[config.mk]
export PLATFORM = sky130hd
export DESIGN_NAME = rtc_field_editor_flat
export DESIGN_NICKNAME = d
export VERILOG_FILES = /design/src/rtl/rtc_edit_pkg.sv /design/src/rtl/rtc_field_editor_if.sv /design/src/rtl/rtc_field_editor_bcd_step.sv /design/src/rtl/rtc_field_editor.sv /design/src/flat_wrapper.sv
export SDC_FILE = /design/constraint.sdc
export NUM_CORES = 1
export LEC_CHECK = 0
export BUFFER_PORTS_ARGS = -buffer_cell sky130_fd_sc_hd__buf_2
export CORE_MARGIN = 2
export CORE_UTILIZATION = 54
export DETAILED_ROUTE_END_ITERATION = 12
export GPL_ROUTABILITY_DRIVEN = 0
export PLACE_DENSITY_LB_ADDON = 0.15
export SLEW_MARGIN = 20
export SYNTH_ARGS = -nofsm -noshare
export SYNTH_HDL_FRONTEND = slang
export SYNTH_SLANG_ARGS = --single-unit
[constraint.sdc]
create_clock -name clk -period 3.78 [get_ports clk]
set_clock_uncertainty 0.15 [all_clocks]
set_input_delay 0.189 -clock clk [delete_from_list [all_inputs] [get_ports clk]]
set_output_delay 0.189 -clock clk [all_outputs]
set_load 0.05 [all_outputs]
[src/rtl/rtc_edit_pkg.sv]
// rtc_edit_pkg: state encoding and per-field limit/address tables for the RTC field editor
package rtc_edit_pkg;

    typedef enum logic [2:0] {IDLE, TCTL, READ, CALC, WRITE, CLEAR, DONE} state_t;

    localparam logic [7:0] CTL_ADDR = 8'h00;
    localparam logic [7:0] CTL_RUN  = 8'h08;

    function automatic logic [7:0] field_top(input logic [3:0] i);
        return (i == 4'd3 || i == 4'd9) ? 8'h23 :
               (i == 4'd4) ? 8'h31 :
               (i == 4'd5) ? 8'h12 :
               (i == 4'd6) ? 8'h99 : 8'h59;
    endfunction

    function automatic logic [7:0] field_min(input logic [3:0] i);
        return (i == 4'd4 || i == 4'd5) ? 8'h01 : 8'h00;
    endfunction

    // fields 1..6 map to 0x21..0x26, fields 7..9 to 0x41..0x43
    function automatic logic [7:0] field_addr(input logic [3:0] i);
        return (i < 4'd7) ? 8'h20 + {4'h0, i} : 8'h3A + {4'h0, i};
    endfunction

endpackage

[src/rtl/rtc_field_editor_if.sv]
// rtc_field_editor_if: bank read, RTC write handshake and sweep status bundle
interface rtc_field_editor_if #(parameter int ADDR_W = 4);
    logic              iniciar;
    logic              int2;
    logic              fin;
    logic [7:0]        dato;
    logic [7:0]        dato_up;
    logic [7:0]        dato_down;
    logic [ADDR_W-1:0] addr;
    logic              erase;
    logic              escribe;
    logic [7:0]        dir_out;
    logic [7:0]        dato_out;
    logic              sweep_final;
    logic              busy;

    modport master (
        input  iniciar, int2, fin, dato, dato_up, dato_down,
        output addr, erase, escribe, dir_out, dato_out, sweep_final, busy
    );

    modport slave (
        output iniciar, int2, fin, dato, dato_up, dato_down,
        input  addr, erase, escribe, dir_out, dato_out, sweep_final, busy
    );
endinterface

[src/rtl/rtc_field_editor_bcd_step.sv]
// bcd_step: one-step BCD increment/decrement with wraparound and invalid-value recovery to min
module bcd_step (
    input  logic [7:0] dato,
    input  logic [7:0] top,
    input  logic [7:0] min,
    input  logic       up,
    input  logic       down,
    output logic [7:0] q
);
    logic [3:0] t, u;
    logic       bad;

    assign t   = dato[7:4];
    assign u   = dato[3:0];
    assign bad = t > 4'd9 || u > 4'd9 || dato > top || dato < min;
    assign q   = bad ? min :
                 (up && !down) ? (dato == top ? min : u == 4'd9 ? {t + 4'd1, 4'd0} : dato + 8'd1) :
                 (down && !up) ? (dato == min ? top : u == 4'd0 ? {t - 4'd1, 4'd9} : dato - 8'd1) :
                 dato;
endmodule

[src/rtl/rtc_field_editor.sv]
// rtc_field_editor: sweeps the user register bank, steps flagged fields in BCD and writes every field to the RTC
module rtc_field_editor
    import rtc_edit_pkg::*;
#(
    parameter int NUM_FIELDS   = 9,
    parameter int ADDR_W       = 4,
    parameter int TIMER_CTL_EN = 1
) (
    input logic clk,
    input logic reset,
    rtc_field_editor_if.master bus
);
    state_t     state, nxt;
    logic [3:0] idx;
    logic [7:0] dq, q;

    bcd_step u_step (
        .dato (bus.dato),
        .top  (field_top(idx)),
        .min  (field_min(idx)),
        .up   (|bus.dato_up),
        .down (|bus.dato_down),
        .q    (q)
    );

    always_ff @(posedge clk or posedge reset) begin
        if (reset) begin
            state <= IDLE;
            idx   <= 4'd1;
            dq    <= 8'h00;
        end else begin
            state <= nxt;
            idx   <= nxt == IDLE ? 4'd1 : (state == CLEAR && nxt == READ) ? idx + 4'd1 : idx;
            dq    <= state == CALC ? q : dq;
        end
    end

    // outputs are decoded from state alone so reset clears them without a clock edge
    always_comb begin
        nxt             = state;
        bus.addr        = '0;
        bus.erase       = 1'b0;
        bus.escribe     = 1'b0;
        bus.dir_out     = 8'h00;
        bus.dato_out    = 8'h00;
        bus.sweep_final = 1'b0;
        bus.busy        = state != IDLE;
        case (state)
            IDLE:  nxt = bus.iniciar ? (TIMER_CTL_EN != 0 ? TCTL : READ) : IDLE;
            TCTL: begin
                bus.escribe  = 1'b1;
                bus.dir_out  = CTL_ADDR;
                bus.dato_out = bus.int2 ? CTL_RUN : 8'h00;
                nxt          = bus.fin ? READ : TCTL;
            end
            READ: begin
                bus.addr = ADDR_W'(idx);
                nxt      = CALC;
            end
            CALC: begin
                bus.addr = ADDR_W'(idx);
                nxt      = WRITE;
            end
            WRITE: begin
                bus.addr     = ADDR_W'(idx);
                bus.escribe  = 1'b1;
                bus.dir_out  = field_addr(idx);
                bus.dato_out = dq;
                nxt          = bus.fin ? CLEAR : WRITE;
            end
            CLEAR: begin
                bus.addr  = ADDR_W'(idx);
                bus.erase = 1'b1;
                nxt       = idx == 4'(NUM_FIELDS) ? DONE : READ;
            end
            DONE: begin
                bus.sweep_final = 1'b1;
                nxt             = IDLE;
            end
            default: nxt = IDLE;
        endcase
        if (!bus.iniciar) nxt = IDLE;
    end
endmodule

[src/flat_wrapper.sv]
// flat-port wrapper written by rule: the top's interface ports become plain ports
module rtc_field_editor_flat import rtc_edit_pkg::*;
#(
    parameter int NUM_FIELDS   = 9,
    parameter int ADDR_W       = 4,
    parameter int TIMER_CTL_EN = 1
)
  (clk, reset, bus_iniciar, bus_int2, bus_fin, bus_dato, bus_dato_up, bus_dato_down, bus_addr, bus_erase, bus_escribe, bus_dir_out, bus_dato_out, bus_sweep_final, bus_busy);
  rtc_field_editor_if #(.ADDR_W(ADDR_W)) bus_i ();
  input logic clk;
  input logic reset;
  input wire logic [$bits(bus_i.iniciar)-1:0] bus_iniciar;
  input wire logic [$bits(bus_i.int2)-1:0] bus_int2;
  input wire logic [$bits(bus_i.fin)-1:0] bus_fin;
  input wire logic [$bits(bus_i.dato)-1:0] bus_dato;
  input wire logic [$bits(bus_i.dato_up)-1:0] bus_dato_up;
  input wire logic [$bits(bus_i.dato_down)-1:0] bus_dato_down;
  output wire logic [$bits(bus_i.addr)-1:0] bus_addr;
  output wire logic [$bits(bus_i.erase)-1:0] bus_erase;
  output wire logic [$bits(bus_i.escribe)-1:0] bus_escribe;
  output wire logic [$bits(bus_i.dir_out)-1:0] bus_dir_out;
  output wire logic [$bits(bus_i.dato_out)-1:0] bus_dato_out;
  output wire logic [$bits(bus_i.sweep_final)-1:0] bus_sweep_final;
  output wire logic [$bits(bus_i.busy)-1:0] bus_busy;
  assign bus_i.iniciar = bus_iniciar;
  assign bus_i.int2 = bus_int2;
  assign bus_i.fin = bus_fin;
  assign bus_i.dato = bus_dato;
  assign bus_i.dato_up = bus_dato_up;
  assign bus_i.dato_down = bus_dato_down;
  assign bus_addr = bus_i.addr;
  assign bus_erase = bus_i.erase;
  assign bus_escribe = bus_i.escribe;
  assign bus_dir_out = bus_i.dir_out;
  assign bus_dato_out = bus_i.dato_out;
  assign bus_sweep_final = bus_i.sweep_final;
  assign bus_busy = bus_i.busy;
  rtc_field_editor #(.NUM_FIELDS(NUM_FIELDS), .ADDR_W(ADDR_W), .TIMER_CTL_EN(TIMER_CTL_EN)) u_core (.clk(clk), .reset(reset), .bus(bus_i));
endmodule
==> results of run 1 <==
## cells by family after synthesis
kind of cell	share of synthesized area
AO/OA/AOI/OAI	0.2570
multiplexers	0.02953
adder cells (fa/ha/maj)	0.1051
XOR/XNOR	0.02068
other	0.001770
AND/OR/NAND/NOR	0.3231
buffers and inverters	0.08506
flip-flops	0.1778
## path summary, 6_finish.rpt
path / slack (ns) / start / depth (start not counted) / endpoint
max: 0.25 / u_core.idx[0]$_DFFE_PP1P_ / 11 / u_core.dq[4]$_DFFE_PP0P_
min: 0.11 / bus_iniciar / 3 / u_core.idx[1]$_DFFE_PP0P_
max reg2reg: 0.25 / u_core.idx[0]$_DFFE_PP1P_ / 11 / u_core.dq[4]$_DFFE_PP0P_
min reg2reg: 0.33 / u_core.dq[1]$_DFFE_PP0P_ / 2 / u_core.dq[1]$_DFFE_PP0P_
max in group asynchronous: 2.74 / reset / 3 / u_core.idx[0]$_DFFE_PP1P_
min in group asynchronous: 0.37 / reset / 3 / u_core.idx[2]$_DFFE_PP0P_
## state kept, by name, summed over array words and instances (netlist names)
register	cells
u_core.state	3
u_core.idx	4
u_core.dq	8
## cells in the mapped netlist (all sizes together), types with 3 or more instances
master	instances
nor2	25
nand2	21
ha	17
and2	16
clkbuf	16
dfrtp	14
inv	14
o21ai	14
nor2b	10
nor3	10
a21oi	8
nand3	8
o31ai	8
a211oi	5
nor4	5
a221oi	4
mux2i	4
nand4	4
o21a	4
or2	4
or4	4
a211o	3
a22oi	3
and3	3
nand2b	3
nor3b	3
xnor2	3
## critical path: stages (launching register included)
cell and delay [ns]:
dfstp_2 0.59, inv_1 0.09, ha_1 0.24, o21bai_1 0.15, a221oi_1 0.13, or2_2 0.35
ha_1 0.29, nand4_1 0.14, nor2b_1 0.60, o21ai_0 0.20, a221oi_1 0.35, o31ai_1 0.11
## per-stage QoR
step / util / cell area (um^2) / worst slack, ns
after floorplan: - / 2118 / 0.7813
after global routing: 0.6357 / 2362 / 0.04317
after global placement: 0.6205 / 2306 / 0.4687
after detailed placement: 0.6205 / 2306 / 0.3505
final: 0.6357 / 2362 / 0.2480
after CTS: 0.6357 / 2362 / 0.3411
## final cells by class
type                            instances  area (um^2)
Fill cell                             386         1354
Multi-Input combinational cell        229         1562
Clock buffer                            3        41.29
Timing Repair Buffer                   52        265.3
Inverter                               14        52.55
Clock inverter                          1        5.005
Sequential cell                        15        376.6
Tap cell                               48        60.06
## layer usage
| metal | share of wire | up-vias | global-route usage |
|---|---|---|---|
| li1 | - | 1099 | - |
| met1 | 0.48 | 979 | 0.4021 |
| met2 | 0.42 | 99 | 0.3425 |
| met3 | 0.082 | 7 | 0.01858 |
| met4 | 0.011 | 0 | 0.06122 |
| met5 | 0 | - | 0 |
## power groups by stage
stage                     Combinational, mW  Clock [mW]  Sequential, mW
final                                 0.177       0.129           0.207
after global routing                  0.197       0.136           0.211
after CTS                             0.175       0.130           0.208
after detailed placement              0.174           0           0.210
after global placement                0.173           0           0.209
after floorplan                       0.139           0           0.202
## repair_timing
item                      4_1_cts  5_1_grt
resized for setup               0        0
hold endpoints to repair       14        0
hold buffers                    1        0
==> flow_metrics.env, run 1 <==
export IMPL_relSlewSlack=0.5212
export IMPL_clk_pin_slew_ns=0.06
export IMPL_critPathMaxFanout=11
export IMPL_vdd_drop_max_uv=110.1
export IMPL_async_reset_ff_frac=1.000
export IMPL_finalSetupTns_ns=0
export IMPL_yosys_register_bits=15
export IMPL_cts_tree="yes"
export IMPL_numCtsBuffers=3
export IMPL_die_w_um=66.63
export IMPL_worstSetupStartpointType="flop"
export IMPL_antenna_cells=0
export IMPL_worstPathRequired_ns=3.76
export IMPL_cts_buffer_depth=2
export IMPL_path_class="reg -> reg"
export IMPL_layout_common_cells="buf_2, nor2_1, nand2_1"
export IMPL_crit_arrival_ns=3.51
export IMPL_internal_power_uw=329.8
export IMPL_antenna_left=0
export IMPL_pwr_share_seq=0.404
export IMPL_finalNetCount=361
export IMPL_fin_total_pwr_uw=512.4
export IMPL_drv_slew=0
export IMPL_grt_max_degree=20
export IMPL_routed_via_density=6.033
export IMPL_cts_sinks=15
export IMPL_cp_end_kind="flop"
export IMPL_drtPass1Iterations=4
export IMPL_grt_pass1_vias=1717
export IMPL_setup_viol_count_final=0
export IMPL_syn2layout_area_growth_pct=11.52
export IMPL_synthTopCellsByArea="dfrtp_1, ha_1, and2_1"
export IMPL_leakagePower_nw=1.063
export IMPL_io_buffer_count=51
export IMPL_switching_share=0.3563
export IMPL_grt_overflow=0
export IMPL_whs_ns=0.1050
export IMPL_drc=0
export IMPL_initial_core_util=0.5700
export IMPL_dp_cells=357
export IMPL_synth_cell_types=66
export IMPL_fmax_mhz=283.1
export IMPL_finalNonFillerCells=362
export IMPL_layout_drive_gt1_share=0.2229
export IMPL_post_route_period_util=0.9344
export IMPL_die_area_um2=4440
export IMPL_synth_ff_type="dfrtp_1"
export IMPL_ys_warn_count=0
export IMPL_ctsRootBufferMaster="clkbuf_8"
export IMPL_combPwrFrac=0.345
export IMPL_status="completed"
export IMPL_clkPwrFrac=0.251
export IMPL_power_density_nw_per_um2=216.9
export IMPL_cap_violations=0
export IMPL_antenna_found_initial=0
export IMPL_holdCritPathClass="in -> reg"
export IMPL_synth_edf_count=0
export IMPL_drt_initial_drc_count=153
export IMPL_num_io_pins=53
export IMPL_grt_use_total=0.2468
export IMPL_seq_area_frac_synth=0.1778
export IMPL_die_h_um=66.63
export IMPL_fp_row_count=22
export IMPL_final_common_cell="buf_2"
export IMPL_synth_area_um2=2118
export IMPL_yosysTopAreaCell="dfrtp_1"
export IMPL_wl_um=5428
export IMPL_htreeDepth=1
export IMPL_cts_setup_buffers=0
export IMPL_worst_pin_slew_ns=0.7167
export IMPL_vias=2184
export IMPL_power_switching_uw=182.6
export IMPL_hpwl_um=4260
export IMPL_hold_viol_final=0
export IMPL_rsz0062_at_grt="no"
export IMPL_netlist_area_leader_share=0.1654
export IMPL_clkLatencyLatePin_ns=0.25
export IMPL_synthCells=275
export IMPL_min_period_ns=3.532
export IMPL_wl_per_cell_um=14.99
export IMPL_grt_pass1_wl_um=8480
export IMPL_avgSynthCellArea_um2=7.703
export IMPL_core_area_um2=3716
export IMPL_syn_num_nets=321
No activity file was read; power rests on OpenSTA's default activity.
==> run 2, diff against run 1 <==
Settings changed: CORE_UTILIZATION 54 to 56, CTS_BUF_LIST from default to sky130_fd_sc_hd__clkbuf_4.
==> run 2 against run 1 <==
Fmax increased by 0.76%. Largest power group unchanged. Core utilization rose by 0.58 points. First-iteration DRC count is 45% higher.
==> flow_metrics.env, run 2 (same netlist as run 1, synthesis figures left out) <==
export IMPL_status="completed"
export IMPL_grt_max_degree=20
export IMPL_top_regs="u_core.dq: 8 flops, u_core.idx: 4 flops, u_core.state: 3 flops"
export IMPL_clk_pin_slew_ns=0.10
export IMPL_initial_core_util=0.5786
export IMPL_routed_via_density=6.155
export IMPL_cts_setup_buffers=0
export IMPL_final_common_cell="buf_2"
export IMPL_min_period_ns=3.505
export IMPL_setup_viol_count_final=0
export IMPL_post_route_period_util=0.9273
export IMPL_path_class="reg -> reg"
export IMPL_numCtsBuffers=3
export IMPL_layout_drive_gt1_share=0.2261
export IMPL_critPathMaxFanout=11
export IMPL_die_h_um=65.51
export IMPL_cts_tree="yes"
export IMPL_antenna_cells=0
export IMPL_drv_slew=0
export IMPL_regArea_um2=376.6
export IMPL_wl_per_cell_um=15.26
export IMPL_n_fill_cell=343
export IMPL_cap_violations=0
export IMPL_ctsRootBufferMaster="clkbuf_4"
export IMPL_clkLatencyLatePin_ns=0.30
export IMPL_fin_total_pwr_uw=492.3
export IMPL_worstSetupStartpointType="flop"
export IMPL_finalNonFillerCells=362
export IMPL_htreeDepth=1
export IMPL_io_buffer_count=51
export IMPL_antenna_found_initial=0
export IMPL_power_density_nw_per_um2=209.6
export IMPL_vias=2228
export IMPL_fin_area_um2=2349
export IMPL_relSlewSlack=0.5641
export IMPL_leakagePower_nw=1.056
export IMPL_finalSetupTns_ns=0
export IMPL_grt_use_total=0.2693
export IMPL_hpwl_um=4235
export IMPL_grt_pass1_wl_um=9149
export IMPL_crit_arrival_ns=3.56
export IMPL_num_io_pins=53
export IMPL_core_area_um2=3661
export IMPL_fp_row_count=22
export IMPL_drtPass1Iterations=5
export IMPL_wl_um=5523
export IMPL_die_area_um2=4291
export IMPL_dpl_instance_area_um2=2306
export IMPL_worstPathRequired_ns=3.83
export IMPL_grt_pass1_vias=1890
export IMPL_dp_cells=357
export IMPL_syn2layout_area_growth_pct=10.87
export IMPL_vdd_drop_max_uv=104.4
export IMPL_rsz0062_at_grt="no"
export IMPL_cts_sinks=15
export IMPL_grt_overflow=0
export IMPL_finalNetCount=361
export IMPL_hold_viol_final=0
export IMPL_cts_buffer_depth=2
export IMPL_regMostFlops="u_core.dq"
export IMPL_largest_reg_flops=8
export IMPL_die_w_um=65.51
export IMPL_fin_ws_ns=0.2748
export IMPL_worst_pin_slew_ns=0.6479
export IMPL_holdCritPathClass="in -> reg"
export IMPL_layout_common_cells="buf_2, nor2_1, nand2_1"
export IMPL_place_ws_ns=0.2737
export IMPL_cp_end_kind="flop"
export IMPL_antenna_left=0
export IMPL_fmax_mhz=285.3
export IMPL_multi_input_area_um2=1564
export IMPL_drc=0
export IMPL_drt_initial_drc_count=222
run 2: path summary, 6_finish.rpt:
check / depth (start not counted) / slack, ns / start / to
max: 10 / 0.27 / u_core.idx[1]$_DFFE_PP0P_ / u_core.dq[2]$_DFFE_PP0P_
min: 3 / 0.05 / bus_iniciar / u_core.idx[3]$_DFFE_PP0P_
max reg2reg: 10 / 0.27 / u_core.idx[1]$_DFFE_PP0P_ / u_core.dq[2]$_DFFE_PP0P_
min reg2reg: 2 / 0.34 / u_core.dq[1]$_DFFE_PP0P_ / u_core.dq[1]$_DFFE_PP0P_
max in group asynchronous: 3 / 2.73 / reset / u_core.dq[2]$_DFFE_PP0P_
min in group asynchronous: 3 / 0.34 / reset / u_core.state[1]$_DFF_PP0_
run 2: area by class of cell:
class | instances | area share
Tap cell | 48 | 0.02557
Clock buffer | 4 | 0.01279
Multi-Input combinational cell | 229 | 0.6660
Sequential cell | 15 | 0.1604
Timing Repair Buffer | 52 | 0.1129
Inverter | 14 | 0.02238
run 2: repair_timing:
item	in CTS	in global routing
endpoints found under the hold margin	14	0
endpoints found under the setup margin	0	4
hold buffers	1	0
resized for setup	0	1
run 2: layer usage:
layer	wire length [um]	up-vias	global-route usage	part of all wire
met5	0	-	0	0
met4	74	0	0.07292	0.013
met3	595	9	0.03596	0.11
met2	2332	124	0.3801	0.42
met1	2520	995	0.4228	0.46
li1	-	1100	-	-
run 2: worst max-delay path, cell delays in order (launching register included):
cell and delay (ns):
dfrtp_1 0.47, inv_1 0.15, ha_1 0.28, inv_1 0.09
a221oi_1 0.55, ha_1 0.35, and4b_2 0.25, nor2b_2 0.22
or4_1 0.52, and3_1 0.20, o31ai_2 0.17
run 2: through the flow:
step	util	hold WS, ns
floorplan	-	-0.06024
detailed placement	0.6299	0.1445
global placement	0.6299	0.1314
CTS	0.6408	0.04374
global route	0.6415	0.07605
finish	0.6415	0.04782
run 2: power by group:
group | switching, mW | internal, mW
Combinational | 0.110 | 0.0683
Clock | 0.0573 | 0.0483
Sequential | 0.0201 | 0.188
Total | 0.188 | 0.305
==> run 3, diff against run 2 <==
Settings changed: CORE_MARGIN 2 to default.
==> run 3 against run 2 <==
Hold slack better by 0.013 ns. Non-clock buffer count unchanged. Power down 2.9%. First-iteration DRC count down 32%. Wire length down 2.4%. Largest power group unchanged. Highest routed layer unchanged.
==> flow_metrics.env, run 3 (same netlist as run 1, synthesis figures left out) <==
export IMPL_fp_row_count=21
export IMPL_core_area_um2=3468
export IMPL_htreeDepth=1
export IMPL_path_cells="inv_1 -> ha_1 -> o21bai_1 -> a221oi_1 -> or2_2 -> ha_1 -> nand4_1 -> nor2b_1 -> o21ai_0 -> a221oi_1 -> o31ai_1"
export IMPL_status="completed"
export IMPL_die_w_um=63.51
export IMPL_clk_pin_slew_ns=0.11
export IMPL_clkPwrFrac=0.195
export IMPL_relSlewSlack=0.5686
export IMPL_combPwrFrac=0.372
export IMPL_wl_um=5389
export IMPL_pwr_share_seq=0.433
export IMPL_antenna_found_initial=0
export IMPL_grt_overflow=0
export IMPL_regMostFlops="u_core.dq"
export IMPL_reg2reg_slack_ns=0.29
export IMPL_syn2layout_area_growth_pct=10.51
export IMPL_wl_per_cell_um=14.97
export IMPL_final_common_cell="buf_2"
export IMPL_worst_pin_slew_ns=0.6411
export IMPL_critPathMaxStageDelay_ns=0.60
export IMPL_drt_initial_drc_count=152
export IMPL_grt_max_degree=20
export IMPL_dpl_instance_area_um2=2303
export IMPL_critPathMaxFanout=11
export IMPL_fin_ws_ns=0.2882
export IMPL_routed_via_density=6.189
export IMPL_setup_viol_count_final=0
export IMPL_clkLatencyLatePin_ns=0.28
export IMPL_numCtsBuffers=3
export IMPL_die_area_um2=4033
export IMPL_hpwl_um=4183
export IMPL_critical_path_startpoint="u_core.idx[0]$_DFFE_PP1P_"
export IMPL_reg2regPathDepth=11
export IMPL_vdd_drop_max_uv=126.2
export IMPL_finalSetupTns_ns=0
export IMPL_cap_violations=0
export IMPL_initial_core_util=0.6108
export IMPL_vias=2228
export IMPL_antenna_cells=0
export IMPL_internal_power_uw=295.7
export IMPL_largest_reg_flops=8
export IMPL_fmax_mhz=286.4
export IMPL_power_switching_uw=182.2
export IMPL_r2r_start="u_core.idx[0]$_DFFE_PP1P_"
export IMPL_crit_slowest_cell="dfstp_2"
export IMPL_r2r_end="u_core.dq[4]$_DFFE_PP0P_"
export IMPL_grt_pass1_wl_um=8797
export IMPL_rsz0062_at_grt="no"
export IMPL_n_fill_cell=322
export IMPL_place_ws_ns=0.3505
export IMPL_drc=0
export IMPL_cts_tree="yes"
export IMPL_layout_drive_gt1_share=0.2229
export IMPL_cts_sinks=15
export IMPL_whs_ns=0.06049
export IMPL_hold_viol_final=0
export IMPL_switching_share=0.3813
export IMPL_holdPathStages=3
export IMPL_min_period_ns=3.492
export IMPL_path_class="reg -> reg"
export IMPL_worstSetupStartpointType="flop"
export IMPL_worstPathRequired_ns=3.78
export IMPL_layout_common_cells="buf_2, nor2_1, nand2_1"
export IMPL_num_io_pins=53
export IMPL_grt_use_total=0.2698
export IMPL_cts_buffer_depth=2
export IMPL_grt_pass1_vias=1786
export IMPL_post_route_period_util=0.9238
export IMPL_crit_arrival_ns=3.50
export IMPL_cp_end_kind="flop"
export IMPL_fin_area_um2=2341
export IMPL_fin_total_pwr_uw=477.9
export IMPL_ctsRootBufferMaster="clkbuf_4"
export IMPL_cts_setup_buffers=0
export IMPL_drv_slew=0
export IMPL_io_buffer_count=51
export IMPL_cp_endpoint="u_core.dq[4]$_DFFE_PP0P_"
export IMPL_die_h_um=63.51
export IMPL_top_regs="u_core.dq: 8 flops, u_core.idx: 4 flops, u_core.state: 3 flops"
export IMPL_leakagePower_nw=1.055
export IMPL_holdCritPathClass="in -> reg"
export IMPL_finalNetCount=361
export IMPL_drtPass1Iterations=5
export IMPL_antenna_left=0
export IMPL_power_density_nw_per_um2=204.1
## run 3: worst min path at each step
stage                                      to   startpoint  slack (ns)
floorplan            u_core.dq[0]$_DFFE_PP0P_        reset       -0.06
global placement    u_core.state[0]$_DFF_PP0_        reset        0.13
detailed placement  u_core.state[1]$_DFF_PP0_        reset        0.14
CTS                 u_core.idx[3]$_DFFE_PP0P_  bus_iniciar        0.06
global route        u_core.idx[3]$_DFFE_PP0P_  bus_iniciar         0.1
finish              u_core.idx[3]$_DFFE_PP0P_  bus_iniciar        0.06
## run 3: critical path, delay by kind of cell (launching register included)
kind / cells / cell delay, ns
flops: 1 / 0.60
simple gates: 3 / 1.03
compound gates: 5 / 0.94
fa+ha+maj: 2 / 0.54
buf+inv: 1 / 0.09
## run 3: cell type report
class | instances | area [um^2] | share of cell area
Multi-Input combinational cell | 229 | 1562 | 0.6670
Timing Repair Buffer | 52 | 265.3 | 0.1133
Tap cell | 46 | 57.56 | 0.02459
Sequential cell | 15 | 376.6 | 0.1609
Clock inverter | 1 | 5.005 | 0.002138
Inverter | 14 | 52.55 | 0.02245
Clock buffer | 3 | 22.52 | 0.009621
## run 3: metrics by stage
step	utilization	cells
finish	0.6750	360
global route	0.6750	360
CTS	0.6750	360
detailed placement	0.6641	355
global placement	0.6641	355
floorplan	-	275
## run 3: layer usage
layer  global-route usage  part of all wire  up-vias  wire [um]
met1               0.4344              0.46      989       2503
met2               0.3883              0.42      132       2289
met4              0.03977            0.0069        0         37
li1                     -                 -     1101          -
met3              0.02174              0.10        6        558
met5                    0                 0        -          0
## run 3: what timing repair did
action | CTS | global route
hold endpoints to repair | 14 | 0
hold buffers | 1 | 0
resized for setup | 0 | 0
## run 3: power groups by stage
| stage | logic (mW) | registers, mW | clock network, mW |
|---|---|---|---|
| finish | 0.178 | 0.207 | 0.0932 |
| global route | 0.197 | 0.212 | 0.102 |
| CTS | 0.176 | 0.207 | 0.0957 |
| detailed placement | 0.175 | 0.211 | 0 |
| global placement | 0.172 | 0.208 | 0 |
| floorplan | 0.139 | 0.202 | 0 |
